[config.mk]
export PLATFORM = sky130hd
export DESIGN_NAME = bram_ring_ctrl_flat
export DESIGN_NICKNAME = d
export VERILOG_FILES = /design/src/rtl/bram_ring_ctrl_pkg.sv /design/src/rtl/bram_ring_ctrl_if.sv /design/src/rtl/bram_ring_ctrl_ring_fill_tracker.sv /design/src/rtl/bram_ring_ctrl.sv /design/src/flat_wrapper.sv
export SDC_FILE = /design/constraint.sdc
export NUM_CORES = 1
export LEC_CHECK = 0
export CAP_MARGIN = 20
export CORE_UTILIZATION = 55
export DETAILED_ROUTE_END_ITERATION = 12
export GPL_TIMING_DRIVEN = 0
export PLACE_DENSITY = 0.82
export SYNTH_ARGS = -nofsm -noshare
export SYNTH_HDL_FRONTEND = slang
export SYNTH_SLANG_ARGS = --single-unit
export TNS_END_PERCENT = 30
[constraint.sdc]
create_clock -name clk -period 12.4 [get_ports clk]
set_input_delay 2.48 -clock clk [delete_from_list [all_inputs] [get_ports clk]]
set_output_delay 2.48 -clock clk [all_outputs]
set_load 0.01 [all_outputs]
[src/rtl/bram_ring_ctrl_pkg.sv]
// Shared definitions for the BRAM ring-buffer controller: state encoding,
// default geometry and the layout of the status register.
package bram_ring_ctrl_pkg;

  typedef enum logic [1:0] {
    IDLE     = 2'd0,
    RUN      = 2'd1,
    STOPPING = 2'd2,
    FLUSH    = 2'd3
  } state_t;

  localparam int DEF_DEPTH_WORDS  = 16384;
  localparam int DEF_PTR_W        = 14;
  localparam int DEF_PACKET_WORDS = 144;

  localparam int STAT_STATE_LSB   = 0;
  localparam int STAT_OVERRUN_BIT = 2;
  localparam int STAT_RD_ERR_BIT  = 3;

  function automatic logic [3:0] status_word(state_t st, logic ovr, logic rerr);
    logic [3:0] w;
    w = '0;
    w[STAT_STATE_LSB +: 2]  = st;
    w[STAT_OVERRUN_BIT]     = ovr;
    w[STAT_RD_ERR_BIT]      = rerr;
    return w;
  endfunction

endpackage

[src/rtl/bram_ring_ctrl_if.sv]
// Control/status bundle between the ring controller, the FIFO-BRAM writer,
// the data generator and the PS register block.
interface bram_ring_ctrl_if
  import bram_ring_ctrl_pkg::*;
#(
  parameter int PTR_W = DEF_PTR_W
);
  logic             start_req;
  logic             stop_req;
  logic             clr_err;
  logic             wr_commit;
  logic [8:0]       fifo_count;
  logic             rd_ptr_upd;
  logic [PTR_W-1:0] rd_ptr;
  logic [PTR_W:0]   irq_thresh;
  logic             gen_enable;
  logic             buf_reset;
  logic [PTR_W:0]   fill_level;
  logic             irq;
  logic             overrun;
  logic             rd_err;
  logic [1:0]       state;

  modport master (
    output start_req, stop_req, clr_err, wr_commit, fifo_count,
           rd_ptr_upd, rd_ptr, irq_thresh,
    input  gen_enable, buf_reset, fill_level, irq, overrun, rd_err, state
  );

  modport slave (
    input  start_req, stop_req, clr_err, wr_commit, fifo_count,
           rd_ptr_upd, rd_ptr, irq_thresh,
    output gen_enable, buf_reset, fill_level, irq, overrun, rd_err, state
  );
endinterface

[src/rtl/bram_ring_ctrl_ring_fill_tracker.sv]
// Fill-level bookkeeping for the ring: adds committed words, subtracts words
// consumed by the PS (modulo ring depth) and flags underflow / saturation.
module ring_fill_tracker
  import bram_ring_ctrl_pkg::*;
#(
  parameter int DEPTH_WORDS = DEF_DEPTH_WORDS,
  parameter int PTR_W       = DEF_PTR_W
) (
  input  logic             clk,
  input  logic             rst,
  input  logic             track,
  input  logic             clear,
  input  logic             wr_commit,
  input  logic             rd_ptr_upd,
  input  logic [PTR_W-1:0] rd_ptr,
  output logic [PTR_W:0]   fill_level,
  output logic             overrun_evt,
  output logic             rd_err_evt
);
  localparam int W2 = PTR_W + 2;
  localparam int W1 = PTR_W + 1;
  localparam logic [W2-1:0] FULL_W2 = W2'(DEPTH_WORDS);
  localparam logic [W1-1:0] FULL    = W1'(DEPTH_WORDS);

  logic [PTR_W-1:0] rd_ptr_q;
  logic [PTR_W-1:0] consumed;
  logic [W2-1:0]    total;
  logic [W2-1:0]    remain;

  // Depth is a power of two, so the PTR_W-bit difference is already mod depth.
  always_comb begin
    consumed    = rd_ptr_upd ? (rd_ptr - rd_ptr_q) : '0;
    total       = W2'(fill_level) + W2'(wr_commit);
    remain      = total - W2'(consumed);
    rd_err_evt  = track && !clear && (W2'(consumed) > total);
    overrun_evt = track && !clear && !rd_err_evt && (remain > FULL_W2);
  end

  always_ff @(posedge clk or posedge rst) begin
    if (rst) begin
      fill_level <= '0;
      rd_ptr_q   <= '0;
    end else if (clear) begin
      fill_level <= '0;
      rd_ptr_q   <= '0;
    end else begin
      if (rd_ptr_upd) rd_ptr_q <= rd_ptr;
      if (track) begin
        if (rd_err_evt)       fill_level <= '0;
        else if (overrun_evt) fill_level <= FULL;
        else                  fill_level <= remain[W1-1:0];
      end
    end
  end

endmodule

[src/rtl/bram_ring_ctrl.sv]
// Acquisition controller for a BRAM ring buffer: start/stop FSM with
// packet-aligned stop, overrun protection, sticky error flags and level irq.
module bram_ring_ctrl
  import bram_ring_ctrl_pkg::*;
#(
  parameter int DEPTH_WORDS  = DEF_DEPTH_WORDS,
  parameter int PTR_W        = DEF_PTR_W,
  parameter int PACKET_WORDS = DEF_PACKET_WORDS
) (
  input logic             clk,
  input logic             rst,
  bram_ring_ctrl_if.slave bus
);
  localparam int CNT_W  = $clog2(PACKET_WORDS);
  localparam int FILL_W = PTR_W + 1;
  localparam logic [FILL_W-1:0] OVR_LIMIT = FILL_W'(DEPTH_WORDS - PACKET_WORDS);
  localparam logic [CNT_W-1:0]  CNT_LAST  = CNT_W'(PACKET_WORDS - 1);

  state_t             st, st_nxt;
  logic [CNT_W-1:0]   word_cnt;
  logic [FILL_W-1:0]  fill;
  logic               boundary, start_ok, ovr_hit;
  logic               gen_d, irq_d, ov_set, re_set;
  logic               gen_enable, buf_reset, irq, overrun, rd_err;
  logic               overrun_evt, rd_err_evt;

  assign boundary = (word_cnt == '0) && !bus.wr_commit;
  assign start_ok = (st == IDLE) && bus.start_req && !bus.stop_req && !overrun && !rd_err;
  // Overrun guard: not enough room left for another whole packet.
  assign ovr_hit  = (st == RUN) && boundary && (fill > OVR_LIMIT);

  ring_fill_tracker #(
    .DEPTH_WORDS (DEPTH_WORDS),
    .PTR_W       (PTR_W)
  ) u_fill (
    .clk         (clk),
    .rst         (rst),
    .track       (st != IDLE),
    .clear       (start_ok),
    .wr_commit   (bus.wr_commit),
    .rd_ptr_upd  (bus.rd_ptr_upd),
    .rd_ptr      (bus.rd_ptr),
    .fill_level  (fill),
    .overrun_evt (overrun_evt),
    .rd_err_evt  (rd_err_evt)
  );

  always_ff @(posedge clk or posedge rst) begin
    if (rst) st <= IDLE;
    else     st <= st_nxt;
  end

  always_comb begin
    st_nxt = st;
    case (st)
      IDLE:     if (start_ok) st_nxt = RUN;
      RUN:      if (ovr_hit) st_nxt = FLUSH;
                else if (bus.stop_req) st_nxt = STOPPING;
      STOPPING: if (boundary) st_nxt = FLUSH;
      FLUSH:    if ((bus.fifo_count == '0) && !bus.wr_commit) st_nxt = IDLE;
      default:  st_nxt = IDLE;
    endcase
  end

  always_comb begin
    gen_d  = (st_nxt == RUN) || (st_nxt == STOPPING);
    irq_d  = (st != IDLE) && (bus.irq_thresh != '0) && (fill >= bus.irq_thresh);
    ov_set = ovr_hit || overrun_evt;
    re_set = rd_err_evt;
  end

  // Sticky flags: a new error in the same cycle as clr_err wins.
  always_ff @(posedge clk or posedge rst) begin
    if (rst) begin
      word_cnt   <= '0;
      gen_enable <= 1'b0;
      buf_reset  <= 1'b0;
      irq        <= 1'b0;
      overrun    <= 1'b0;
      rd_err     <= 1'b0;
    end else begin
      if (start_ok)           word_cnt <= '0;
      else if (bus.wr_commit) word_cnt <= (word_cnt == CNT_LAST) ? '0 : word_cnt + 1'b1;
      gen_enable <= gen_d;
      buf_reset  <= start_ok;
      irq        <= irq_d;
      if (ov_set)           overrun <= 1'b1;
      else if (bus.clr_err) overrun <= 1'b0;
      if (re_set)           rd_err  <= 1'b1;
      else if (bus.clr_err) rd_err  <= 1'b0;
    end
  end

  assign bus.gen_enable = gen_enable;
  assign bus.buf_reset  = buf_reset;
  assign bus.fill_level = fill;
  assign bus.irq        = irq;
  assign bus.overrun    = overrun;
  assign bus.rd_err     = rd_err;
  assign bus.state      = st;

endmodule

[src/flat_wrapper.sv]
// flat-port wrapper written by rule: the top's interface ports become plain ports
module bram_ring_ctrl_flat import bram_ring_ctrl_pkg::*;
#(
  parameter int DEPTH_WORDS  = DEF_DEPTH_WORDS,
  parameter int PTR_W        = DEF_PTR_W,
  parameter int PACKET_WORDS = DEF_PACKET_WORDS
)
  (clk, rst, bus_start_req, bus_stop_req, bus_clr_err, bus_wr_commit, bus_fifo_count, bus_rd_ptr_upd, bus_rd_ptr, bus_irq_thresh, bus_gen_enable, bus_buf_reset, bus_fill_level, bus_irq, bus_overrun, bus_rd_err, bus_state);
  bram_ring_ctrl_if #(.PTR_W(PTR_W)) bus_i ();
  input logic clk;
  input logic rst;
  input wire logic [$bits(bus_i.start_req)-1:0] bus_start_req;
  input wire logic [$bits(bus_i.stop_req)-1:0] bus_stop_req;
  input wire logic [$bits(bus_i.clr_err)-1:0] bus_clr_err;
  input wire logic [$bits(bus_i.wr_commit)-1:0] bus_wr_commit;
  input wire logic [$bits(bus_i.fifo_count)-1:0] bus_fifo_count;
  input wire logic [$bits(bus_i.rd_ptr_upd)-1:0] bus_rd_ptr_upd;
  input wire logic [$bits(bus_i.rd_ptr)-1:0] bus_rd_ptr;
  input wire logic [$bits(bus_i.irq_thresh)-1:0] bus_irq_thresh;
  output wire logic [$bits(bus_i.gen_enable)-1:0] bus_gen_enable;
  output wire logic [$bits(bus_i.buf_reset)-1:0] bus_buf_reset;
  output wire logic [$bits(bus_i.fill_level)-1:0] bus_fill_level;
  output wire logic [$bits(bus_i.irq)-1:0] bus_irq;
  output wire logic [$bits(bus_i.overrun)-1:0] bus_overrun;
  output wire logic [$bits(bus_i.rd_err)-1:0] bus_rd_err;
  output wire logic [$bits(bus_i.state)-1:0] bus_state;
  assign bus_i.start_req = bus_start_req;
  assign bus_i.stop_req = bus_stop_req;
  assign bus_i.clr_err = bus_clr_err;
  assign bus_i.wr_commit = bus_wr_commit;
  assign bus_i.fifo_count = bus_fifo_count;
  assign bus_i.rd_ptr_upd = bus_rd_ptr_upd;
  assign bus_i.rd_ptr = bus_rd_ptr;
  assign bus_i.irq_thresh = bus_irq_thresh;
  assign bus_gen_enable = bus_i.gen_enable;
  assign bus_buf_reset = bus_i.buf_reset;
  assign bus_fill_level = bus_i.fill_level;
  assign bus_irq = bus_i.irq;
  assign bus_overrun = bus_i.overrun;
  assign bus_rd_err = bus_i.rd_err;
  assign bus_state = bus_i.state;
  bram_ring_ctrl #(.DEPTH_WORDS(DEPTH_WORDS), .PTR_W(PTR_W), .PACKET_WORDS(PACKET_WORDS)) u_core (.clk(clk), .rst(rst), .bus(bus_i));
endmodule
======== Word level (Yosys, flattened, before mapping) ========
Cells that the tools add are included.
word-level totals
  register bits after elaboration ......... 44
  input bits .............................. 45
cells by class
  $add $sub $neg .......................... 4
  muxes and demuxes ....................... 19
  equal/unequal tests ..................... 6
  order comparisons ....................... 4
  reductions and logical operators ........ 32
operators by type and width
  kind                                                                    count
  15-bit two-way mux                                                      4
  14-bit two-way mux                                                      3
  8-bit two-way mux                                                       3
  15-bit by 1-bit adder with 16-bit output                                1
  14-bit by 16-bit > comparator with 1-bit output                         1
  16-bit by 15-bit > comparator with 1-bit output, second input constant  1
  16-bit by 14-bit subtractor with 16-bit output                          1
  15-bit greater-or-equal comparator                                      1
  15-bit by 14-bit > comparator with 1-bit output, second input constant  1
  15-bit nonzero test                                                     1
  1-bit logical AND                                                       14
  14-bit subtractor                                                       1
  2-bit nonzero test                                                      6
  2-bit two-way mux                                                       5
  9-bit zero test                                                         1
  8-bit by 1-bit adder with 8-bit output, second input constant           1
  8-bit equality test, second input constant                              1
  8-bit zero test                                                         1
  2-bit one-hot mux with 4 select lines                                   1
  2-bit equality test, second input constant                              3
  1-bit zero test                                                         6
  2-bit by 1-bit equality test with 1-bit output, second input constant   2
  1-bit two-way mux                                                       3
  2-bit zero test                                                         1
  1-bit logical OR                                                        2

======== Longest topological paths before layout ========
Gate-level depths: netlist of the first run.
  depth after elaboration ................. 15
  gate-level depth with buffers ........... 22

======== Cells and area by module ========
A second synthesis of the first run with hierarchy kept.
second synthesis, totals
  cell total of the unflattened synthesis .. 502
  area total of the unflattened synthesis .. 4214.0 µm²
by module, submodules not included
  module             cells an instance  seq. area each (µm²)  times used  area an instance (µm²)
  ring_fill_tracker  356                725.7                 1           2961.6
  bram_ring_ctrl     146                375.4                 1           1252.5

======== Worst setup path after synthesis of the first run ========
No wires, ideal clock.
  path type ............................... input port to flip-flop
  start ................................... input port bus_rd_ptr[1]
  end ..................................... register u_core.overrun (netlist: u_core.bus.overrun)
  library setup time ...................... 0.124 ns
  setup slack ............................. 6.151 ns
  buffers on the path ..................... 2
  stages .................................. 20
  arrival time ............................ 6.125 ns
  path through ............................ ha_1 -> nor2b_1 -> o21a_1 -> o21ai_1 -> a21oi_1 -> a41o_1 -> o41ai_1 -> xnor2_1 -> nand2_1 -> ha_1 -> buf_2 -> o21a_1 -> nor2_1 -> xnor2_1 -> nor4_1 -> o2111a_1 -> nand4_1 -> o21ba_2 -> buf_6 -> a211o_1
between the ends
  longest elaborated chain between the ends .. 9
RTL lines
  item                                                                                    line                                    RTL
  start, declared                                                                         flat_wrapper.sv:18                      input wire logic [$bits(bus_i.rd_ptr)-1:0] bus_rd_ptr;
  14-bit subtractor *                                                                     bram_ring_ctrl_ring_fill_tracker.sv:32  consumed = rd_ptr_upd ? (rd_ptr - rd_ptr_q) : '0;
  14-bit two-way mux *                                                                    bram_ring_ctrl_ring_fill_tracker.sv:32
  branches (longest 4 deep; another with 16-bit by 14-bit subtractor with 16-bit output)  --
  1-bit logical AND *                                                                     bram_ring_ctrl_ring_fill_tracker.sv:36  overrun_evt = track && !clear && !rd_err_evt && (remain > FULL_W2);
  1-bit logical OR *                                                                      bram_ring_ctrl.sv:68                    ov_set = ovr_hit || overrun_evt;
  1-bit two-way mux / 2-bit nonzero test (equally long branches)                          --
  end signal, assigned                                                                    bram_ring_ctrl.sv:79                    overrun <= 1'b0;
  end signal, assigned                                                                    bram_ring_ctrl.sv:87                    if (ov_set) overrun <= 1'b1;
  end signal, assigned                                                                    bram_ring_ctrl.sv:88                    else if (bus.clr_err) overrun <= 1'b0;
  end, declared                                                                           bram_ring_ctrl.sv:24                    logic gen_enable, buf_reset, irq, overrun, rd_err;
Every way passes the cells marked *.
A chain may end at the register's enable or synchronous reset.

======== Worst setup path in the final report of the first run ========
  start ................................... input port bus_rd_ptr[0]
  end ..................................... register u_core.overrun (netlist: u_core.bus.overrun)
The elaborated chain is that of the path after synthesis.

==> flow_summary.json, run 1 <==
{
  "status": "finished clean",
  "worstPathCellList": "clkdlybuf4s50_1, inv_1, ha_1, fa_1, nor2b_1, o21ai_0, a21oi_1, o21ai_0, a21oi_1, xor2_1, nand2_1, ha_1, buf_2, nand4_1, a211oi_1, or3_1, o311ai_0, a21oi_1, nand4_1, o21ba_2, buf_6, a211o_1",
  "setup_tns_ns": 0,
  "antenna_found_initial": 0,
  "tightest_slew_ns": 0.832,
  "post-route-util_pct": 70.0,
  "routed_wl_um": 10500,
  "synth_top_area_cell": "dfrtp_1",
  "cts_setup_buffers": 0,
  "power_density_nw_per_um2": 115,
  "crit_path_end_kind": "flop",
  "drt_iter0_markers": 199,
  "hold_viol_final": 0,
  "layout-drive-gt1-share_pct": 6.52,
  "finalMaxSlewViolations": 0,
  "cp.required_ns": 12.60,
  "top_layer": "met4",
  "yosysMostFrequentCell": "nor2_1",
  "fmax_mhz": 142,
  "whs_ns": 0.529,
  "num_antenna_cells": 0,
  "grt_use_total_pct": 26.9,
  "p_leak_nw": 2.41,
  "cts_root_buf": "clkbuf_8",
  "wl_met3_um": 367,
  "layout_setup_ws_ns": 5.37,
  "async_reset_ff_share_pct": 100,
  "slew_headroom_pct": 44.1,
  "yosys_warnings": 0,
  "cpPeakStageDelay_ns": 0.48,
  "cts_buffers": 5,
  "ys_seq_elements": 44,
  "die_width_um": 89.8,
  "hold_buffers": 0,
  "postRouteAntennaNets": 0,
  "synthToLayoutAreaGrowth_pct": 21.7,
  "clkLatencyLatePin_ns": 0.31,
  "grt_max_degree": 31,
  "post-place-ws_ns": 5.07,
  "clk_path_buf_depth": 2,
  "startpoint_type": "input port",
  "synthesis.area_um2": 4240,
  "yosys-top-cells-area": "dfrtp_1 26%, ha_1 14%, nor2_1 5.0%",
  "report.final.setup_viol": 0,
  "num-fill-cells": 599,
  "rows": 31,
  "avgSynthCellArea_um2": 8.35,
  "initial_core_util_pct": 57.6,
  "io_pins": 67,
  "dr.pass1.iters": 5,
  "path_common_cell": "a21oi_1",
  "grt_pass1_wl_um": 17900,
  "synth_top_area_share_pct": 26.0,
  "maxCapViolCount": 0,
  "final_cells": 682,
  "viasPerCell": 5.82,
  "htreeDepth": 2,
  "ir_drop_v": 0.000101,
  "synth.distinct_cells": 68,
  "cts_tree": "done",
  "die_area_um2": 8070,
  "vias": 3968,
  "rsz0062_at_grt": "false",
  "fin_skew_ns": 0.00523,
  "dp_cells": 674,
  "critical-path-slowest-cell": "clkdlybuf4s50_1",
  "multi_input_area_um2": 2900,
  "cts.sinks": 44,
  "dr_wl_met2_um": 5320,
  "synth_edf_count": 0,
  "cp_max_fo": 10,
  "postPlaceCellArea_um2": 5050,
  "min_period_ns": 7.03,
  "wl_per_cell_um": 15.4,
  "synth_common_cells": "56 x nor2_1, 46 x ha_1, 46 x inv_1",
  "synth_nets": 601,
  "io_buffers": 66,
  "gp_congestion": 0.903,
  "ctsResizeCount": 0,
  "hpwl_um": 8370,
  "synthCells": 508,
  "grt-ovfl-total": 0,
  "hp-class": "flop to flop",
  "wl_met1_um": 4710,
  "grt_pass1_vias": 3855,
  "clkTransAtPathRegs_ns": 0.10,
  "fin_area_um2": 5160,
  "worstPathArrival_ns": 7.24,
  "dieHeight_um": 89.8,
  "report.power.total_mw": 0.593,
  "core-area_um2": 7370,
  "drc": 0,
  "nets": 675,
  "synth-main-ff-cell": "dfrtp_1",
  "post-route-period-util_pct": 56.7,
  "yosysSeqAreaShare_pct": 26.0,
  "crit_type": "input port to flop",
  "regArea_um2": 1100
}
logic make-up (layout without fill, tap and decap cells):
logic type / count (synthesis) / after routing / synth area share [%]
AND/OR/NAND/NOR: 196 / 196 / 23.7
AO/OA/AOI/OAI: 103 / 103 / 17.9
buffers and inverters: 60 / 135 / 5.60
adder cells (fa/ha/maj): 48 / 48 / 14.5
flip-flops: 44 / 44 / 26.0
XOR/XNOR: 39 / 39 / 8.05
multiplexers: 18 / 18 / 4.28
where the power goes:
| group | leakage (nW) | switching [mW] | total (mW) | internal, mW |
|---|---|---|---|---|
| Combinational | 1.80 | 0.155 | 0.280 | 0.125 |
| Sequential | 0.556 | 0.0267 | 0.194 | 0.168 |
| Clock | 0.0548 | 0.0578 | 0.119 | 0.0608 |
| Total | 2.41 | 0.240 | 0.593 | 0.354 |
layer usage:
layer,track usage (%),vias to the layer above
met4,5.33,0
met1,34.6,1898
li1,-,1953
met3,2.96,14
met2,48.8,103
met5,0,-
critical path, delay by kind of cell:
kind            cells  cell delay (ns)
compound gates      9             2.04
xor+xnor            1             0.20
fa+ha+maj           3             0.98
buf+inv             4             0.90
simple gates        5             0.64
cells in the final DEF, fill, tap and decap left out, types with 3 or more instances in the layout:
master,netlist,layout
dfrtp_1,44,44
nand2b_1,10,10
buf_2,4,4
a31o_2,3,3
or3_1,4,4
xnor2_1,24,24
nor2b_1,8,8
clkbuf_1,8,8
nand3b_1,4,4
a41o_1,3,3
nand3_1,21,21
ha_1,46,46
nor3_1,12,12
o21a_1,6,6
o21ai_1,5,5
and3_1,5,5
nand4_1,11,11
o21ai_0,17,17
xor2_1,15,15
clkdlybuf4s50_1,0,66
nor2_1,56,56
a21oi_1,21,21
mux2i_1,17,17
a31oi_1,4,4
inv_1,46,45
clkbuf_8,0,5
a21o_1,6,6
nand2_1,39,39
o31ai_2,7,7
nor4_1,10,10
registers in the layout (all words and copies together), names as in the netlist:
name                      flops
u_core.bus.buf_reset          1
u_core.bus.rd_err             1
u_core.bus.state              2
u_core.u_fill.rd_ptr_q       14
u_core.u_fill.fill_level     15
u_core.bus.overrun            1
u_core.bus.irq                1
u_core.bus.gen_enable         1
u_core.word_cnt               8
final timing paths:
| kind | from | endpoint | slack (ns) | cells past startpoint |
|---|---|---|---|---|
| min reg2reg | u_core.u_fill.rd_ptr_q[5]$_DFFE_PP0P_ | u_core.u_fill.rd_ptr_q[5]$_DFFE_PP0P_ | 0.53 | 2 |
| min in group asynchronous | rst | u_core.u_fill.rd_ptr_q[8]$_DFFE_PP0P_ | 2.47 | 2 |
| min | u_core.u_fill.rd_ptr_q[5]$_DFFE_PP0P_ | u_core.u_fill.rd_ptr_q[5]$_DFFE_PP0P_ | 0.53 | 2 |
| max | bus_rd_ptr[0] | u_core.bus.overrun$_DFFE_PP0P_ | 5.37 | 22 |
| max in group asynchronous | rst | u_core.bus.gen_enable$_DFF_PP0_ | 9.45 | 3 |
| max reg2reg | u_core.u_fill.rd_ptr_q[1]$_DFFE_PP0P_ | u_core.bus.overrun$_DFFE_PP0P_ | 7.59 | 21 |
final cells by class:
cell class,instances,area share [%]
Inverter,46,3.35
Clock inverter,3,0.897
Timing Repair Buffer,67,13.2
Buffer,14,1.26
Multi-Input combinational cell,404,56.2
Clock buffer,5,1.33
Tap cell,99,2.40
Sequential cell,44,21.3
No activity file was read; power rests on OpenSTA's default activity.
==> run 2, diff against run 1 <==
- clock period: 12.4 -> 6.9 ns (I/O delays scaled with it)
==> results of run 2 <==
Same layout as run 1 (identical final DEF). Status: finished clean.
Main changes from that run: setup slack after placement 5.07 ns -> 0.669 ns; setup slack after layout 5.37 ns -> 0.967 ns; register-to-register setup slack 7.59 ns -> 2.09 ns; total power 0.593 mW -> 1.07 mW; worst IR drop on VDD 0.000101 V -> 0.000181 V
==> run 3, diff against run 2 <==
--- a/config.mk
+++ b/config.mk
@@ -6,9 +6,11 @@
 export NUM_CORES = 1
 export LEC_CHECK = 0
+export ABC_AREA = 1
 export CAP_MARGIN = 20
 export CORE_UTILIZATION = 55
 export DETAILED_ROUTE_END_ITERATION = 12
 export GPL_TIMING_DRIVEN = 0
-export PLACE_DENSITY = 0.82
+export PLACE_DENSITY = 0.81
+export SKIP_CTS_REPAIR_TIMING = 1
 export SYNTH_ARGS = -nofsm -noshare
 export SYNTH_HDL_FRONTEND = slang
==> constraint.sdc (replaced) <==
create_clock -name clk -period 6.9 [get_ports clk]
set_input_delay 1.38 -clock clk [delete_from_list [all_inputs] [get_ports clk]]
set_output_delay 1.38 -clock clk [all_outputs]
set_load 0.05 [all_outputs]
==> run 3 against run 2 <==
  * Largest cell class unchanged
  * Critical path depth unchanged
  * Worst setup slack better by 0.59 ns
  * Sequential share of layout area fell by 0.70 points
  * Total power increased by 95%
  * Clock-buffer cell count unchanged
  * Via count up 11%
  * Worst hold slack improved by 0.015 ns
==> flow_summary.json, run 3 <==
{
  "status": "finished clean",
  "path_common_cell": "nand2_1",
  "largest_registers": "u_core.u_fill.fill_level x15, u_core.u_fill.rd_ptr_q x14, u_core.word_cnt x8",
  "rsz0062_at_grt": "false",
  "grt_max_degree": 44,
  "initial_core_util_pct": 57.0,
  "core-area_um2": 7730,
  "p_leak_nw": 2.83,
  "power_density_nw_per_um2": 390,
  "htreeDepth": 2,
  "most-common-layout-cells": "139 x nand2_1, 125 x inv_1, 65 x clkdlybuf4s50_1",
  "report.final.setup_viol": 0,
  "largest_reg_flops": 15,
  "crit_family": "simple AND/OR/NAND/NOR gates",
  "clkTransAtPathRegs_ns": 0.09,
  "synth_edf_count": 0,
  "yosysSeqAreaShare_pct": 25.0,
  "startpoint_type": "input port",
  "worstHoldPathCells": 2,
  "grt_use_total_pct": 27.0,
  "fin_skew_ns": 0.00623,
  "worstPathArrival_ns": 5.54,
  "wl_per_cell_um": 13.0,
  "hold_viol_final": 0,
  "yosys_warnings": 0,
  "final_cells": 819,
  "ys_seq_elements": 44,
  "drt_iter0_markers": 236,
  "critical-path-slowest-cell": "nor3_1",
  "wl_met3_um": 429,
  "cts_root_buf": "clkbuf_8",
  "maxCapViolCount": 0,
  "die_area_um2": 8380,
  "cts_buffers": 5,
  "antenna_found_initial": 0,
  "r2r_slack_ns": 2.74,
  "cts.sinks": 44,
  "rows": 32,
  "yosysMostFrequentCell": "nand2_1",
  "dp_cells": 812,
  "layout-drive-gt1-share_pct": 7.25,
  "gp_congestion": 0.879,
  "hp-start": "u_core.word_cnt[4]$_DFFE_PP0P_",
  "dr_wl_met2_um": 5260,
  "cpPeakStageDelay_ns": 0.51,
  "vias": 4396,
  "synth_top_area_cell": "dfrtp_1",
  "viasPerCell": 5.37,
  "grt_pass1_vias": 4321,
  "reg2reg_to": "u_core.u_fill.fill_level[2]$_DFFE_PP0P_",
  "hold_path_end": "u_core.word_cnt[4]$_DFFE_PP0P_",
  "finalMaxSlewViolations": 0,
  "crit_path_end_kind": "flop",
  "post-route-util_pct": 69.0,
  "synth_common_cells": "139 x nand2_1, 126 x inv_1, 51 x nor2_1",
  "reg2regPathDepth": 18,
  "drc": 0,
  "dieHeight_um": 91.5,
  "synthesis.area_um2": 4410,
  "critPathBufInv": 4,
  "hp-class": "flop to flop",
  "io_pins": 67,
  "grt_pass1_wl_um": 18600,
  "dr.pass1.iters": 5,
  "hpwl_um": 8570,
  "fmax_mhz": 187,
  "cp_max_fo": 10,
  "grt-ovfl-total": 0,
  "post-route-period-util_pct": 77.4,
  "nets": 810,
  "largest-register": "u_core.u_fill.fill_level",
  "num_antenna_cells": 0,
  "async_reset_ff_share_pct": 100,
  "synth.distinct_cells": 43,
  "r2r_start": "u_core.u_fill.rd_ptr_q[2]$_DFFE_PP0P_",
  "avgSynthCellArea_um2": 6.84,
  "cts_tree": "done",
  "clkLatencyLatePin_ns": 0.30,
  "die_width_um": 91.5,
  "wl_met1_um": 4810,
  "final_common_cell": "nand2_1",
  "ir_drop_v": 0.000305,
  "tightest_slew_ns": 0.648,
  "top_layer": "met4",
  "worstPathCellList": "clkdlybuf4s50_1, inv_1, ha_1, fa_1, inv_1, a31oi_1, o21ai_0, a31oi_1, o21ai_0, nor2_1, nor2_1, nand2_1, ha_1, nand2_1, nor2_1, a21oi_1, nand2_1, nor3_1, nor2_2, buf_4, nand3_1, nand2_1",
  "crit_type": "input port to flop",
  "yosys-top-cells-area": "dfrtp_1 25%, ha_1 13%, nand2_1 12%",
  "postPlaceCellArea_um2": 5210,
  "synth_nets": 737,
  "clk_path_buf_depth": 2,
  "cp.required_ns": 7.09,
  "io_buffers": 65,
  "synthToLayoutAreaGrowth_pct": 21.0,
  "synthCells": 644,
  "routed_wl_um": 10700,
  "postRouteAntennaNets": 0,
  "synth_top_area_share_pct": 25.0,
  "fin_area_um2": 5340,
  "min_period_ns": 5.34,
  "slew_headroom_pct": 56.5,
  "synth-main-ff-cell": "dfrtp_1",
  "setup_tns_ns": 0
}
-- run 3: changes by cell type after synthesis, moves of 7 or more --
cell / delta
nand2_1: +100
inv_1: +80
a21oi_1: +19
mux2i_1: -17
nand3_2: +16
nand3_1: +15
a31oi_1: +14
nand2b_1: -10
xnor2_1: -10
nor2b_1: -8
xor2_1: -8
o31ai_2: -7
-- run 3: where the power goes --
group / switching [mW] / internal (mW) / total, mW
Clock: 0.0922 / 0.143 / 0.235
Sequential: 0.0961 / 0.329 / 0.425
Combinational: 0.920 / 0.500 / 1.42
Total: 1.11 / 0.972 / 2.08
-- run 3: cell type report --
type	count	area, µm²
Clock inverter	2	60.1
Inverter	130	488
Tap cell	102	128
Timing Repair Buffer	66	671
Buffer	10	60.1
Multi-Input combinational cell	460	2760
Clock buffer	5	68.8
Fill cell	648	2390
Sequential cell	44	1100
-- run 3: per-stage QoR --
step                      worst slack, ns  hold slack, ns  power, mW
after floorplan                      2.37           0.491       1.47
after global placement               1.35           0.515       1.79
after detailed placement             1.29           0.521       1.83
after CTS                            1.61           0.542       2.08
after global routing                 1.14           0.588       2.27
final                                1.56           0.544       2.08
-- run 3: worst max path at each step --
stage / startpoint / cells after the start / to / slack (ns)
3_5_place_dp: bus_rd_ptr[0] / 22 / u_core.u_fill.fill_level[2]$_DFFE_PP0P_ / 1.29
4_1_cts: bus_rd_ptr[0] / 22 / u_core.u_fill.fill_level[2]$_DFFE_PP0P_ / 1.61
2_1_floorplan: bus_rd_ptr[0] / 26 / u_core.u_fill.fill_level[0]$_DFFE_PP0P_ / 2.37
6_report: bus_rd_ptr[0] / 22 / u_core.u_fill.fill_level[2]$_DFFE_PP0P_ / 1.56
3_3_place_gp: bus_rd_ptr[0] / 22 / u_core.u_fill.fill_level[2]$_DFFE_PP0P_ / 1.35
5_1_grt: bus_rd_ptr[0] / 22 / u_core.u_fill.fill_level[12]$_DFFE_PP0P_ / 1.14
-- run 3: logic make-up after synthesis --
logic type / after synthesis / share of synthesized area [%]
AOI/OAI and AO/OA: 90 / 11.5
xor gates and xnor gates: 21 / 4.17
adders and majority gates: 48 / 14.0
buffers and inverters: 140 / 12.4
DFF: 44 / 25.0
and+or+nand+nor: 301 / 33.0
-- run 3: worst register-to-register path, cell delays in order (launching register included) --
cell	delay (ns)
dfrtp_1	0.34
inv_1	0.05
ha_1	0.34
nand2_1	0.06
o21ai_0	0.48
a21oi_1	0.17
o21a_1	0.22
or2_2	0.27
nand3_1	0.09
ha_1	0.29
a21oi_1	0.31
nand2_1	0.10
a21oi_1	0.17
nand2_1	0.10
nor3_1	0.51
nor2_2	0.18
buf_4	0.25
nand3_1	0.10
nand2_1	0.05
-- run 3: routing by layer --
metal  vias up  global-route usage (%)
li1       2235                       -
met1      2048                    33.5
met2        98                    48.1
met3        15                    4.19
met4         0                    7.54
met5         -                       0
